$ cat config.mk
export PLATFORM = sky130hd
export DESIGN_NAME = winograd_output_sequencer
export DESIGN_NICKNAME = d
export VERILOG_FILES = /design/src/rtl/winograd_pkg.sv /design/src/rtl/tile_out_fifo.sv /design/src/rtl/winograd_output_sequencer.sv
export SDC_FILE = /design/constraint.sdc
export NUM_CORES = 1
export LEC_CHECK = 0
export CAP_MARGIN = 20
export CORE_MARGIN = 2
export CORE_UTILIZATION = 50
export DETAILED_ROUTE_END_ITERATION = 10
export PLACE_DENSITY = 0.74
export SLEW_MARGIN = 20
export SYNTH_ARGS = -nofsm -noshare
export SYNTH_HDL_FRONTEND = slang
export SYNTH_SLANG_ARGS = --single-unit
$ cat constraint.sdc
create_clock -name clk -period 2.6 [get_ports clk]
set_input_delay 0.26 -clock clk [delete_from_list [all_inputs] [get_ports clk]]
set_output_delay 0.26 -clock clk [all_outputs]
set_load 0.01 [all_outputs]
$ cat src/rtl/winograd_pkg.sv
// rtl/winograd_pkg.sv - shared constants, FSM state and tile tag types for the Winograd output sequencer
// Contents: element/tile widths, coordinate width, sequencer state enum, (x,y) tile tag struct.
package winograd_pkg;

    localparam int W        = 16;       // element width
    localparam int CW       = 8;        // tile dimension / coordinate width
    localparam int ROW_W    = 4 * W;    // one M row
    localparam int TILE_M_W = 16 * W;   // 4x4 M tile
    localparam int TILE_Y_W = 4 * W;    // 2x2 Y tile

    typedef enum logic [1:0] {
        IDLE  = 2'd0,
        RUN   = 2'd1,
        DRAIN = 2'd2,
        DONE  = 2'd3
    } seq_state_t;

    typedef struct packed {
        logic [CW-1:0] x;
        logic [CW-1:0] y;
    } tile_tag_t;

endpackage

$ cat src/rtl/tile_out_fifo.sv
// rtl/tile_out_fifo.sv - synchronous output FIFO with registered occupancy count
// Ports: clk, rstn (async active-low), push/din write side, pop/dout/not_empty read side,
//        count = registered number of stored entries. dout reads 0 while empty.
module tile_out_fifo #(
    parameter int DW    = 80,
    parameter int DEPTH = 4
) (
    input  logic                       clk,
    input  logic                       rstn,
    input  logic                       push,
    input  logic [DW-1:0]              din,
    input  logic                       pop,
    output logic [DW-1:0]              dout,
    output logic                       not_empty,
    output logic [$clog2(DEPTH):0]     count
);

    localparam int AW = $clog2(DEPTH);

    logic [DW-1:0] mem_q [DEPTH];
    logic [DW-1:0] mem_d [DEPTH];
    logic [AW-1:0] wr_q, wr_d;
    logic [AW-1:0] rd_q, rd_d;
    logic [AW:0]   cnt_q, cnt_d;
    logic          do_pop;

    // Pop is ignored when empty; push relies on the caller's credit scheme
    // (a push into a full FIFO only ever coincides with a pop).
    assign do_pop = pop & (cnt_q != '0);

    always_comb begin
        mem_d = mem_q;
        wr_d  = wr_q;
        rd_d  = rd_q;
        if (push) begin
            mem_d[wr_q] = din;
            wr_d        = wr_q + AW'(1);
        end
        if (do_pop) begin
            rd_d = rd_q + AW'(1);
        end
        cnt_d = cnt_q + (AW+1)'(push) - (AW+1)'(do_pop);
    end

    always_ff @(posedge clk or negedge rstn) begin
        if (!rstn) begin
            for (int i = 0; i < DEPTH; i++) begin
                mem_q[i] <= '0;
            end
            wr_q  <= '0;
            rd_q  <= '0;
            cnt_q <= '0;
        end else begin
            mem_q <= mem_d;
            wr_q  <= wr_d;
            rd_q  <= rd_d;
            cnt_q <= cnt_d;
        end
    end

    assign not_empty = (cnt_q != '0);
    assign dout      = not_empty ? mem_q[rd_q] : '0;
    assign count     = cnt_q;

endmodule

$ cat src/rtl/winograd_output_sequencer.sv
// rtl/winograd_output_sequencer.sv - sequences the F(2x2,3x3) output transform over a tiled feature map
// Ports: clk, rstn (async active-low); start/tiles_w/tiles_h frame control;
//        m_valid/m_ready/m_row product-row intake; xf_M tile to transform, xf_Y transform result;
//        y_valid/y_ready/y_data/y_tile_x/y_tile_y tagged Y tile output; busy, frame_done status.
module winograd_output_sequencer
    import winograd_pkg::*;
#(
    parameter int XF_LAT    = 2,
    parameter int OUT_DEPTH = 4
) (
    input  logic                clk,
    input  logic                rstn,
    input  logic                start,
    input  logic [CW-1:0]       tiles_w,
    input  logic [CW-1:0]       tiles_h,
    input  logic                m_valid,
    output logic                m_ready,
    input  logic [ROW_W-1:0]    m_row,
    output logic [TILE_M_W-1:0] xf_M,
    input  logic [TILE_Y_W-1:0] xf_Y,
    output logic                y_valid,
    input  logic                y_ready,
    output logic [TILE_Y_W-1:0] y_data,
    output logic [CW-1:0]       y_tile_x,
    output logic [CW-1:0]       y_tile_y,
    output logic                busy,
    output logic                frame_done
);

    localparam int CNT_W  = $clog2(OUT_DEPTH) + 1;
    localparam int OCC_W  = CNT_W + 1;
    localparam int FIFO_W = TILE_Y_W + 2 * CW;

    seq_state_t             state_q, state_d;
    logic [1:0]             row_cnt_q, row_cnt_d;
    logic [3*ROW_W-1:0]     rows_q, rows_d;      // rows 0..2 of the tile being gathered, row 0 in MSBs
    logic [TILE_M_W-1:0]    xf_m_q, xf_m_d;
    logic [CW-1:0]          w_q, w_d, h_q, h_d;
    logic [CW-1:0]          x_q, x_d, y_q, y_d;  // coordinates of the next tile to issue
    logic [CNT_W-1:0]       inflight_q, inflight_d;
    logic [XF_LAT:0]        pipe_vld_q, pipe_vld_d;
    tile_tag_t [XF_LAT:0]   pipe_tag_q, pipe_tag_d;

    logic                   row_acc, issue, last_tile, credit_ok, push, pop;
    logic [OCC_W-1:0]       occupancy;
    logic [CNT_W-1:0]       fifo_count;
    logic [FIFO_W-1:0]      fifo_dout;
    tile_tag_t              cur_tag, push_tag;

    // Tiles already committed (in the FIFO or still in the transform) may not
    // exceed FIFO depth; pops only free credit once the registered count drops.
    assign occupancy = OCC_W'(fifo_count) + OCC_W'(inflight_q);
    assign credit_ok = occupancy < OCC_W'(OUT_DEPTH);

    assign m_ready   = (state_q == RUN) & ((row_cnt_q != 2'd3) | credit_ok);
    assign row_acc   = m_valid & m_ready;
    assign issue     = row_acc & (row_cnt_q == 2'd3);
    assign last_tile = (x_q == w_q - CW'(1)) & (y_q == h_q - CW'(1));

    assign cur_tag.x = x_q;
    assign cur_tag.y = y_q;

    // Delay line stage 0 loads when xf_M updates; the last stage lines up with
    // the transform result for that tile.
    assign push     = pipe_vld_q[XF_LAT];
    assign push_tag = pipe_tag_q[XF_LAT];
    assign pop      = y_valid & y_ready;

    always_comb begin
        state_d    = state_q;
        row_cnt_d  = row_cnt_q;
        rows_d     = rows_q;
        xf_m_d     = xf_m_q;
        w_d        = w_q;
        h_d        = h_q;
        x_d        = x_q;
        y_d        = y_q;
        pipe_vld_d = {pipe_vld_q[XF_LAT-1:0], issue};
        pipe_tag_d = {pipe_tag_q[XF_LAT-1:0], cur_tag};
        inflight_d = inflight_q + CNT_W'(issue) - CNT_W'(push);

        case (state_q)
            IDLE: begin
                if (start) begin
                    w_d       = tiles_w;
                    h_d       = tiles_h;
                    x_d       = '0;
                    y_d       = '0;
                    row_cnt_d = 2'd0;
                    state_d   = ((tiles_w != '0) && (tiles_h != '0)) ? RUN : DONE;
                end
            end
            RUN: begin
                if (issue && last_tile) begin
                    state_d = DRAIN;
                end
            end
            DRAIN: begin
                if ((inflight_q == '0) && (fifo_count == '0)) begin
                    state_d = DONE;
                end
            end
            DONE: begin
                state_d = IDLE;
            end
            default: begin
                state_d = IDLE;
            end
        endcase

        if (row_acc) begin
            case (row_cnt_q)
                2'd0: rows_d[3*ROW_W-1 -: ROW_W] = m_row;
                2'd1: rows_d[2*ROW_W-1 -: ROW_W] = m_row;
                2'd2: rows_d[ROW_W-1:0]          = m_row;
                default: begin
                    xf_m_d = {rows_q, m_row};
                    if (x_q == w_q - CW'(1)) begin
                        x_d = '0;
                        y_d = y_q + CW'(1);
                    end else begin
                        x_d = x_q + CW'(1);
                    end
                end
            endcase
            row_cnt_d = row_cnt_q + 2'd1;   // 3 wraps to 0
        end
    end

    always_ff @(posedge clk or negedge rstn) begin
        if (!rstn) begin
            state_q    <= IDLE;
            row_cnt_q  <= '0;
            rows_q     <= '0;
            xf_m_q     <= '0;
            w_q        <= '0;
            h_q        <= '0;
            x_q        <= '0;
            y_q        <= '0;
            inflight_q <= '0;
            pipe_vld_q <= '0;
            pipe_tag_q <= '0;
        end else begin
            state_q    <= state_d;
            row_cnt_q  <= row_cnt_d;
            rows_q     <= rows_d;
            xf_m_q     <= xf_m_d;
            w_q        <= w_d;
            h_q        <= h_d;
            x_q        <= x_d;
            y_q        <= y_d;
            inflight_q <= inflight_d;
            pipe_vld_q <= pipe_vld_d;
            pipe_tag_q <= pipe_tag_d;
        end
    end

    tile_out_fifo #(
        .DW    (FIFO_W),
        .DEPTH (OUT_DEPTH)
    ) u_fifo (
        .clk       (clk),
        .rstn      (rstn),
        .push      (push),
        .din       ({xf_Y, push_tag}),
        .pop       (pop),
        .dout      (fifo_dout),
        .not_empty (y_valid),
        .count     (fifo_count)
    );

    assign y_data     = fifo_dout[FIFO_W-1 -: TILE_Y_W];
    assign y_tile_x   = fifo_dout[2*CW-1 -: CW];
    assign y_tile_y   = fifo_dout[CW-1:0];
    assign xf_M       = xf_m_q;
    assign busy       = (state_q != IDLE);
    assign frame_done = (state_q == DONE);

endmodule

== After elaboration in Yosys (flattened, before gate mapping) ==
Cells that the tools add are included.

* Bits in registers: 865
* Bits of input ports: 149
* Output and inout port bits: 340
* Logic and storage cells: 110

* Add/subtract/negate cells: 12
* $lt $le $gt $ge: 4
* Equality and inequality tests: 12
* Multiplexer cells: 25
* Bitwise logic cells: 10
* Reduce and logical (&&, ||, !) cells: 22

{| class="wikitable"
|+ Operator list
! operator !! number
|-
| bitwise mux 320 bit || 1
|-
| 2-to-1 mux 80 bit || 4
|-
| binary-select mux 80 bit (select 2 bit) || 1
|-
| demux 80 bit (select 2 bit) || 1
|-
| 2-to-1 mux 8 bit || 10
|-
| adder 8 x 1 -> 8 bit (second input constant) || 2
|-
| equality test 8 bit || 2
|-
| nonzero test 8 bit || 2
|-
| subtractor 8 x 1 -> 8 bit (second input constant) || 2
|-
| 2-to-1 mux 2 bit || 7
|-
| AND reduction 2 bit || 6
|-
| equality test 2 bit (second input constant) || 4
|-
| case mux 2 bit (4 select lines) || 1
|-
| adder 2 x 1 -> 2 bit (second input constant) || 3
|-
| adder 3 x 1 -> 3 bit || 2
|-
| AND 1 bit || 6
|-
| >= comparator 3 bit (second input constant) || 2
|-
| logical NOT 3 bit || 2
|-
| inequality test 2 bit (second input constant) || 3
|-
| inverter 2 -> 3 bit || 2
|-
| nonzero test 2 bit || 3
|-
| subtractor 3 x 1 -> 3 bit || 2
|-
| adder 3 x 3 -> 4 bit || 1
|-
| equality test 2 x 1 -> 1 bit (second input constant) || 2
|-
| other kinds (10) || 14
|}

== Logic depth before layout (Yosys ltp) ==
Gate-level depths: netlist of the first run.

* Depth in word-level cells: 9
* Gate-level depth with buffers: 11
* Depth with buffers taken out: 11

== Hierarchy ==
A second synthesis of the first run with hierarchy kept.

* Cell total of the unflattened synthesis: 2706
* Area total of the unflattened synthesis: 35242.6 µm²

{| class="wikitable"
|+ By module, submodules not included
! module !! instances !! cells each !! area each (µm²) !! seq. area each (µm²)
|-
| winograd_output_sequencer || 1 || 1811 || 20523.4 || 13462.9
|-
| tile_out_fifo || 1 || 895 || 14719.1 || 8182.8
|}

== Worst setup path after synthesis of the first run ==
No wires, ideal clock.

* Kind: register -> register
* From: register u_fifo.cnt_q[0], in the netlist u_fifo.count[0]
* To: register u_fifo.cnt_q[2], in the netlist u_fifo.count[2]
* Library setup time: 0.123 ns
* Arrival time: 2.227 ns
* Data required time: 2.477 ns
* Path slack: 0.250 ns
* Stages on the path, launching flop included: 11
* Path buffers: 1
* Period minus slack after synthesis: 2.350 ns
* Cell sequence: dfrtp_1 -> or3_1 -> clkbuf_1 -> and2_1 -> ha_1 -> inv_1 -> ha_1 -> inv_1 -> fa_1 -> xnor2_1 -> xnor2_1

* Longest elaborated chain between the ends: 4
* Elaborated cells on any way between the ends: 5
* Those cells by class: add/sub (2); bitwise (2); reduce/logical (1)

{| class="wikitable"
|+ RTL lines
! item !! line !! RTL
|-
| from (decl) || tile_out_fifo.sv:24 || <nowiki>logic [AW:0] cnt_q, cnt_d;</nowiki>
|-
| from (signal assigned) || tile_out_fifo.sv:57 || <nowiki>cnt_q <= cnt_d;</nowiki>
|-
| nonzero test 3 bit * || tile_out_fifo.sv:29, tile_out_fifo.sv:61 ||
|-
| AND 1 bit || winograd_output_sequencer.sv:67 || <nowiki>assign pop = y_valid & y_ready;</nowiki>
|-
| AND 1 bit * || tile_out_fifo.sv:29 || <nowiki>assign do_pop = pop & (cnt_q != '0);</nowiki>
|-
| via u_fifo.do_pop || tile_out_fifo.sv:25 || <nowiki>logic do_pop;</nowiki>
|-
| subtractor 3 x 1 -> 3 bit * || tile_out_fifo.sv:42 || <nowiki>cnt_d = cnt_q + (AW+1)'(push) - (AW+1)'(do_pop);</nowiki>
|-
| via u_fifo.cnt_d[2] || tile_out_fifo.sv:24 ||
|}

The timed path passes the listed nets; every way through them passes the cells marked *.
A chain may end at the register's enable or synchronous reset.

== Final worst setup path of the first run ==
* From: register u_fifo.rd_q[0]
* To: output port y_data[56]

* Longest elaborated chain between the ends: 5

{| class="wikitable"
|+ RTL lines
! item !! line !! RTL
|-
| from (decl) || tile_out_fifo.sv:23 || <nowiki>logic [AW-1:0] rd_q, rd_d;</nowiki>
|-
| from (signal assigned) || tile_out_fifo.sv:56 || <nowiki>rd_q <= rd_d;</nowiki>
|-
| inverter 2 -> 3 bit (not written as such) || tile_out_fifo.sv:62 || <nowiki>assign dout = not_empty ? mem_q[rd_q] : '0;</nowiki>
|-
| binary-select mux 80 bit (select 2 bit) || tile_out_fifo.sv:62 ||
|-
| 2-to-1 mux 80 bit (not written as such) (2 in a row) || tile_out_fifo.sv:62 ||
|-
| 2-to-1 mux 80 bit || tile_out_fifo.sv:62 ||
|-
| to (decl) || winograd_output_sequencer.sv:23 || <nowiki>output logic [TILE_Y_W-1:0] y_data,</nowiki>
|}

Every way passes these cells. The select of a mux whose other input is x is not followed.

==> results of run 1 <==
-- cells in the final DEF, fill, tap and decap left out, types with 5 or more instances in the layout --
master / instances
buf_4: 46
clkbuf_16: 91
buf_6: 54
diode_2: 5
and3_1: 5
nor4_1: 7
nand2_4: 8
nor2_1: 11
ha_1: 24
buf_16: 9
xnor2_1: 20
o21ai_0: 7
buf_2: 27
a21oi_1: 10
nand2b_1: 6
nand3_1: 11
mux2_2: 785
inv_1: 21
mux4_2: 80
and2_4: 47
bufinv_16: 13
xor2_1: 11
nor3_1: 7
clkbuf_1: 20
clkbuf_2: 9
a31oi_1: 6
clkinv_2: 14
clkdlybuf4s15_2: 10
and2_1: 36
buf_12: 41
dfrtp_1: 861
nand2_1: 22
clkdlybuf4s50_1: 406
clkbuf_8: 18
-- worst min path at each step --
stage / endpoint / slack [ps] / depth (start not counted)
after floorplan: h_q[0] / -40 / 0
after global placement: u_fifo.mem_q[267] / 300 / 1
after detailed placement: u_fifo.mem_q[107] / 310 / 1
after CTS: u_fifo.mem_q[107] / 210 / 2
after global routing: u_fifo.mem_q[107] / 250 / 2
final: u_fifo.mem_q[107] / 230 / 2
-- worst register-to-register path: cells and delay by family, from the launching register on --
| kind | cells | cell delay (ps) |
|---|---|---|
| compound gates | 3 | 840 |
| fa+ha+maj | 1 | 320 |
| buf+inv | 2 | 280 |
| flops | 1 | 440 |
| mux | 2 | 380 |
| simple gates | 1 | 90 |
-- repair_timing --
item                                    CTS  global route
resized for setup                       363            72
hold buffers                              1             0
pin swaps                                24            17
endpoints found under the setup margin   82            69
endpoints found under the hold margin    37             0
cloned                                   10             2
buffers inserted                         32            12
-- power breakdown --
group	total, uW	switching [uW]	internal (uW)
Combinational	16700	6560	10100
Clock	13600	5410	8190
Sequential	19400	2180	17200
Total	49600	14200	35500
-- area by class of cell --
class / instances / area [um2] / area share
clock inverters: 39 / 614.3 / 0.01351
multi-input cells: 1144 / 12820 / 0.2820
repair buffers: 611 / 6564 / 0.1444
flip-flops and latches: 865 / 21660 / 0.4764
diodes: 5 / 12.51 / 0.0002752
clock buffers: 127 / 2550 / 0.05609
well taps: 931 / 1165 / 0.02562
inverters: 21 / 78.83 / 0.001734
-- logic make-up (layout without fill, tap and decap cells) --
kind of cell	Yosys count	after routing	synth area share
AOI/OAI and AO/OA	45	45	0.009334
xor gates and xnor gates	31	31	0.007790
adders and majority gates	26	26	0.009764
buffers and inverters	136	798	0.01705
DFF	865	865	0.6210
muxes	869	869	0.3065
other	0	5	0
and+or+nand+nor	173	173	0.02857
-- state kept, by name, summed over array words and instances (netlist names) --
signal        count
row_cnt_q         2
y_q               8
pipe_tag_q       16
pipe_tag_d       32
u_fifo.mem_q    320
u_fifo.wr_q       2
state_q           2
u_fifo.count      3
inflight_q        3
u_fifo.rd_q       2
x_q               8
h_q               8
pipe_vld_q        3
xf_M            256
w_q               8
rows_q          192
-- per-stage QoR --
| stage | setup TNS, ps | utilization | std cells | power (uW) | setup WS (ps) |
|---|---|---|---|---|---|
| 3_3_place_gp | 0 | 0.6022 | 3518 | 33990 | 102.5 |
| 2_1_floorplan | 0 | - | 2145 | 27020 | 250.5 |
| 3_5_place_dp | 0 | 0.6022 | 3518 | 34620 | 58.13 |
| 4_1_cts | -2129 | 0.6558 | 3726 | 49490 | -116.8 |
| 6_report | -604.2 | 0.6605 | 3743 | 49640 | -60.94 |
| 5_1_grt | -3189 | 0.6604 | 3741 | 52040 | -148.8 |
-- routing by layer --
layer | track usage | vias to the layer above | share of wire
li1 | - | 8889 | -
met2 | 0.4025 | 490 | 0.50
met4 | 0.07263 | 6 | 0.028
met1 | 0.3037 | 10730 | 0.40
met3 | 0.06891 | 146 | 0.071
met5 | 0 | - | 0.00034
==> results.ini, run 1 <==
[final_layout]
fillers=4758
finalNetCount=2907
layout-drive-gt1-share=0.4571
synthToLayoutAreaGrowth_pct=30.42
fin_area_um2=45460

[die]
io_pins=489
fp.coreArea_um2=68830
die-area_um2=71840
die_h_um=268.0
start_util=0.5064
rows=96
die_x_um=268.0

[place]
place_area_um2=41450
io_buffers=488
place_congestion=0.7979
dp_hpwl_mm=55.80

[global_routing]
gr-usage-all-layers=0.2401
grt_pass1_vias=22380
gr-total-overflow=0
antenna_found_initial=6
grt_max_degree=85
grt_pass1_wl_mm=132.3

[sta]
hold_viol=0
fmax_ghz=0.3758
min_period_ps=2661
drv_slew=0
finalClockSkew_ps=50.37
fin_ws_ps=-60.94
worst_pin_slew_ps=682.9
rsz0062_at_grt=true
setup_violations=14
period_share=1.023
fin_hold_ws_ps=233.3
maxSlewHeadroom=0.5447

[routing]
postRouteWirelength_mm=85.32
post_drt_via_cell_ratio=5.412
wl_per_cell_um=22.79
drcViolationCount=0
firstDrtPassIters=6
drt_iter0_drc=1007
final_antenna_net_count=0
routed-via-count=20260

[yosys]
ys_types=50
synth_area_um2=34850
synth_top_flop_cell=dfrtp_1
synthArstFlopShare=1.000
syn_nets=2320
ys_warn_count=0
synth_area_leaders=dfrtp_1 (62%), mux2_2 (25%), mux4_2 (5.2%)
avgSynthCellArea_um2=16.25
synthCells=2145
synth_top_area_frac=0.6210
synth_seq_cells=865
synthTopCellsByCount=dfrtp_1 (865), mux2_2 (785), and2_1 (82), mux4_2 (80), buf_2 (55)
synth_top_area_cell=dfrtp_1
seq_area_frac_synth=0.6210
synth-edff-count=0
synth_most_common_cell=dfrtp_1

[critical_path]
r2r-start=w_q[1]
worstPathArrival_ps=2400
rrSetupSlack_ps=130
worstRegToRegCells=9
max_stage_delay_ps=540
cp-start-kind=flop
path_class=reg -> out
crit_chain=buf_4 > bufbuf_16 > mux4_2 > and2_1 > clkdlybuf4s15_2
crit_end=y_data[56]
cp_num_buf_inv=3
crit_fanout=6
required_ps=2340
cp.depth=5
cp_top_family=buffers and inverters
crit_slowest_cell=dfrtp_4
cp-startpoint=u_fifo.rd_q[0]
r2r-end=x_q[0]
crit_path_end_kind=primary output

[power]
ir_drop_mv=0.7545
powerDensity_nw_per_um2=1092
power.leakage_uw=0.02094

[status]
violations=negative setup slack
status=finished with violations

[cts]
cts_htree_levels=3
clk_path_buf_depth=3
cts.sinks=865
cts_tree=done
clkSlewWorstSetupHoldPaths_ps=60
numCtsBuffers=89
clockRootBuffer=clkbuf_16
clk_latency_ps=650

[flow_run]
maxCapViolCount=0

[min_path]
worstHoldPathType=in -> async

(Power assumes the default switching activity.)
==> inputs of run 2 (changes only) <==
--- a/config.mk
+++ b/config.mk
@@ -7,9 +7,10 @@
 export LEC_CHECK = 0
 export CAP_MARGIN = 20
 export CORE_MARGIN = 2
-export CORE_UTILIZATION = 50
+export CORE_UTILIZATION = 49
 export DETAILED_ROUTE_END_ITERATION = 10
-export PLACE_DENSITY = 0.74
+export HOLD_SLACK_MARGIN = 0.15
+export PLACE_DENSITY = 0.76
 export SLEW_MARGIN = 20
 export SYNTH_ARGS = -nofsm -noshare
 export SYNTH_HDL_FRONTEND = slang
==> constraint.sdc (replaced) <==
create_clock -name clk -period 2.2 [get_ports clk]
set_input_delay 0.22 -clock clk [delete_from_list [all_inputs] [get_ports clk]]
set_output_delay 0.22 -clock clk [all_outputs]
set_load 0.01 [all_outputs]
==> run 2 against run 1 <==
- sequential power rose by 20%
- utilization is 2.9 points higher
- non-clock buffer count grew 126
- largest power group is now combinational logic
- the flow still finishes with violations (negative setup slack)
- first-iteration DRC count up 33%
- sequential share of layout area fell by 2.9 points
- worst hold slack better by 8.1 ps
- highest routed layer unchanged
- critical endpoint is now y_data[3]
- largest cell class unchanged
- register-to-register slack worse by 370 ps
- final cell count increased by 3.5%
- total power grew 25%
- wire length increased by 14%
==> results.ini, run 2 (synthesis results as in run 1) <==
[critical_path]
r2r-start=u_fifo.count[2]  ; was w_q[1]
required_ps=1980  ; was 2340 ps
worstPathArrival_ps=2320  ; was 2400 ps
cp-start-kind=flop  ; unchanged
crit_fanout=7  ; was 6
cp-startpoint=u_fifo.rd_q[0]  ; unchanged
rrSetupSlack_ps=-240  ; was 130 ps
path_class=reg -> out  ; unchanged
crit_path_end_kind=primary output  ; unchanged

[routing]
final_antenna_net_count=0  ; unchanged
drt_iter0_drc=1343  ; was 1,007
firstDrtPassIters=5  ; was 6
postRouteWirelength_mm=97.68  ; was 85.32 mm
post_drt_via_cell_ratio=5.537  ; was 5.412
drcViolationCount=0  ; unchanged
wl_per_cell_um=25.21  ; was 22.79 um
routed-via-count=21450  ; was 20,260

[cts]
cts.sinks=865  ; unchanged
cts_htree_levels=3  ; unchanged
cts_tree=done  ; unchanged
clockRootBuffer=clkbuf_16  ; unchanged
numCtsBuffers=88  ; was 89
clk_path_buf_depth=3  ; unchanged
clk_latency_ps=640  ; was 650 ps
clkSlewWorstSetupHoldPaths_ps=60  ; about the same

[global_routing]
grt_pass1_vias=23390  ; was 22,380
grt-busiest-layer=met2  ; unchanged
grt.met3_usage=0.06852  ; was 0.06891
gr-usage-all-layers=0.2485  ; was 0.2401
gr-total-overflow=0  ; unchanged
grt_pass1_wl_mm=140.5  ; was 132.3 mm
met2_usage=0.4166  ; was 0.4025
grt_max_degree=115  ; was 85
antenna_found_initial=5  ; was 6
met1_usage=0.3123  ; was 0.3037

[flow_run]
maxCapViolCount=0  ; unchanged

[sta]
setup_violations=221  ; was 14
fin_ws_ps=-342.5  ; was -60.94 ps
finalClockSkew_ps=23.28  ; was 50.37 ps
worst_pin_slew_ps=654.8  ; was 682.9 ps
maxSlewHeadroom=0.5635  ; was 0.5447
totalNegativeSetupSlack_ps=-27260  ; was -604.2 ps
period_share=1.156
min_period_ps=2542
rsz0062_at_grt=true  ; unchanged
drv_slew=0  ; unchanged
fmax_ghz=0.3933
hold_viol=0  ; unchanged

[final_layout]
fin_area_um2=48440  ; was 45,460 um2
fillers=4466  ; was 4,758
synthToLayoutAreaGrowth_pct=38.98  ; was 30.42%
utilization=0.6894  ; was 0.6605
seq_area_um2=21660  ; unchanged
regMostFlops=u_fifo.mem_q  ; unchanged
largest_reg_flops=320  ; unchanged
multi_input_area_um2=13860  ; was 12,820 um2
layout_commonest_cell=dfrtp_1  ; unchanged
layout_common_cells=dfrtp_1 (861), mux2_2 (631), clkdlybuf4s50_1 (403), mux2_4 (154), buf_6 (118)  ; was dfrtp_1 (861), mux2_2 (785), clkdlybuf4s50_1 (406), clkbuf_16 (91), mux4_2 (80)
layout-drive-gt1-share=0.5043  ; was 0.4571
finalNetCount=3037  ; was 2,907

[place]
io_buffers=488  ; unchanged
place_area_um2=42170  ; was 41,450 um2
dp_hpwl_mm=57.84  ; was 55.80 mm
place_congestion=0.8066  ; was 0.7979

[die]
fp.coreArea_um2=70270  ; was 68,830 um2
die_h_um=270.7  ; was 268.0 um
rows=97  ; was 96
die-area_um2=73280  ; was 71,840 um2
start_util=0.4960  ; was 0.5064
die_x_um=270.7  ; was 268.0 um
io_pins=489  ; unchanged

[power]
power.leakage_uw=0.02253  ; was 0.02094 uW
ir_drop_mv=0.8400  ; was 0.7545 mV
powerDensity_nw_per_um2=1277  ; was 1092 nW/um2

[min_path]
hold_start=tiles_w[4]
worstHoldPathType=in -> reg  ; was in -> async

[status]
status=finished with violations  ; unchanged
violations=negative setup slack  ; unchanged

[run 2: cell count changes in the layout (fill, tap and decap cells not counted), sizes merged]
cell,before,now
buf,181,306
clkbuf,138,151
clkdlybuf4s15,10,1
bufinv,13,8
diode,5,1
nand2,30,34
clkdlybuf4s50,406,403
clkinv,19,22
bufbuf,2,0
inv,26,24
clkinvlp,2,1
dlygate4sd2,0,1
dlymetal6s2s,0,1
or3,1,2
[run 2: critical path: stages (launching register included)]
cell,delay [ps]
dfrtp_4,480
buf_12,160
buf_12,130
buf_16,140
mux4_2,500
and2_4,160
buf_6,110
[run 2: what timing repair did]
item,in CTS,in global routing
endpoints found under the hold margin,816,0
pin swaps,58,66
resized for setup,534,305
hold buffers,2,0
endpoints found under the setup margin,493,496
gates cloned,21,32
setup buffers,52,29
[run 2: cell type report]
type,count,area share
multi-input cells,1149,0.2862
inverters,21,0.001627
clock inverters,34,0.009970
flip-flops and latches,865,0.4470
diodes,1,0.00005166
well taps,940,0.02428
clock buffers,127,0.05179
repair buffers,737,0.1790
[run 2: final timing paths]
check	to	cells past startpoint
worst max-delay path	y_data[3]	6
worst min-delay path	w_q[4]	2
worst max register to register	u_fifo.count[2]	10
worst min register to register	pipe_tag_d[44]	0
max in group asynchronous	u_fifo.mem_q[292]	3
min in group asynchronous	u_fifo.mem_q[23]	3
[run 2: power by group]
part | switching [uW] | internal, uW
Combinational | 9020 | 14300
Clock | 6380 | 8950
Sequential | 2840 | 20300
[run 2: routing by layer]
layer | share of wire | routed length (um)
met5 | 0.00046 | 45
met4 | 0.030 | 2906
met3 | 0.066 | 6455
met2 | 0.51 | 49580
met1 | 0.40 | 38690
[run 2: through the flow]
stage / hold WS [ps] / instances / power [uW] / setup WS, ps
4_1_cts: 205.2 / 3834 / 59540 / -420.9
6_report: 241.4 / 3874 / 61870 / -342.5
2_1_floorplan: -75.59 / 2145 / 32020 / -83.24
5_1_grt: 214.3 / 3873 / 64580 / -410.5
3_3_place_gp: 179.4 / 3599 / 41170 / -169.9
3_5_place_dp: 176.0 / 3599 / 41950 / -233.6
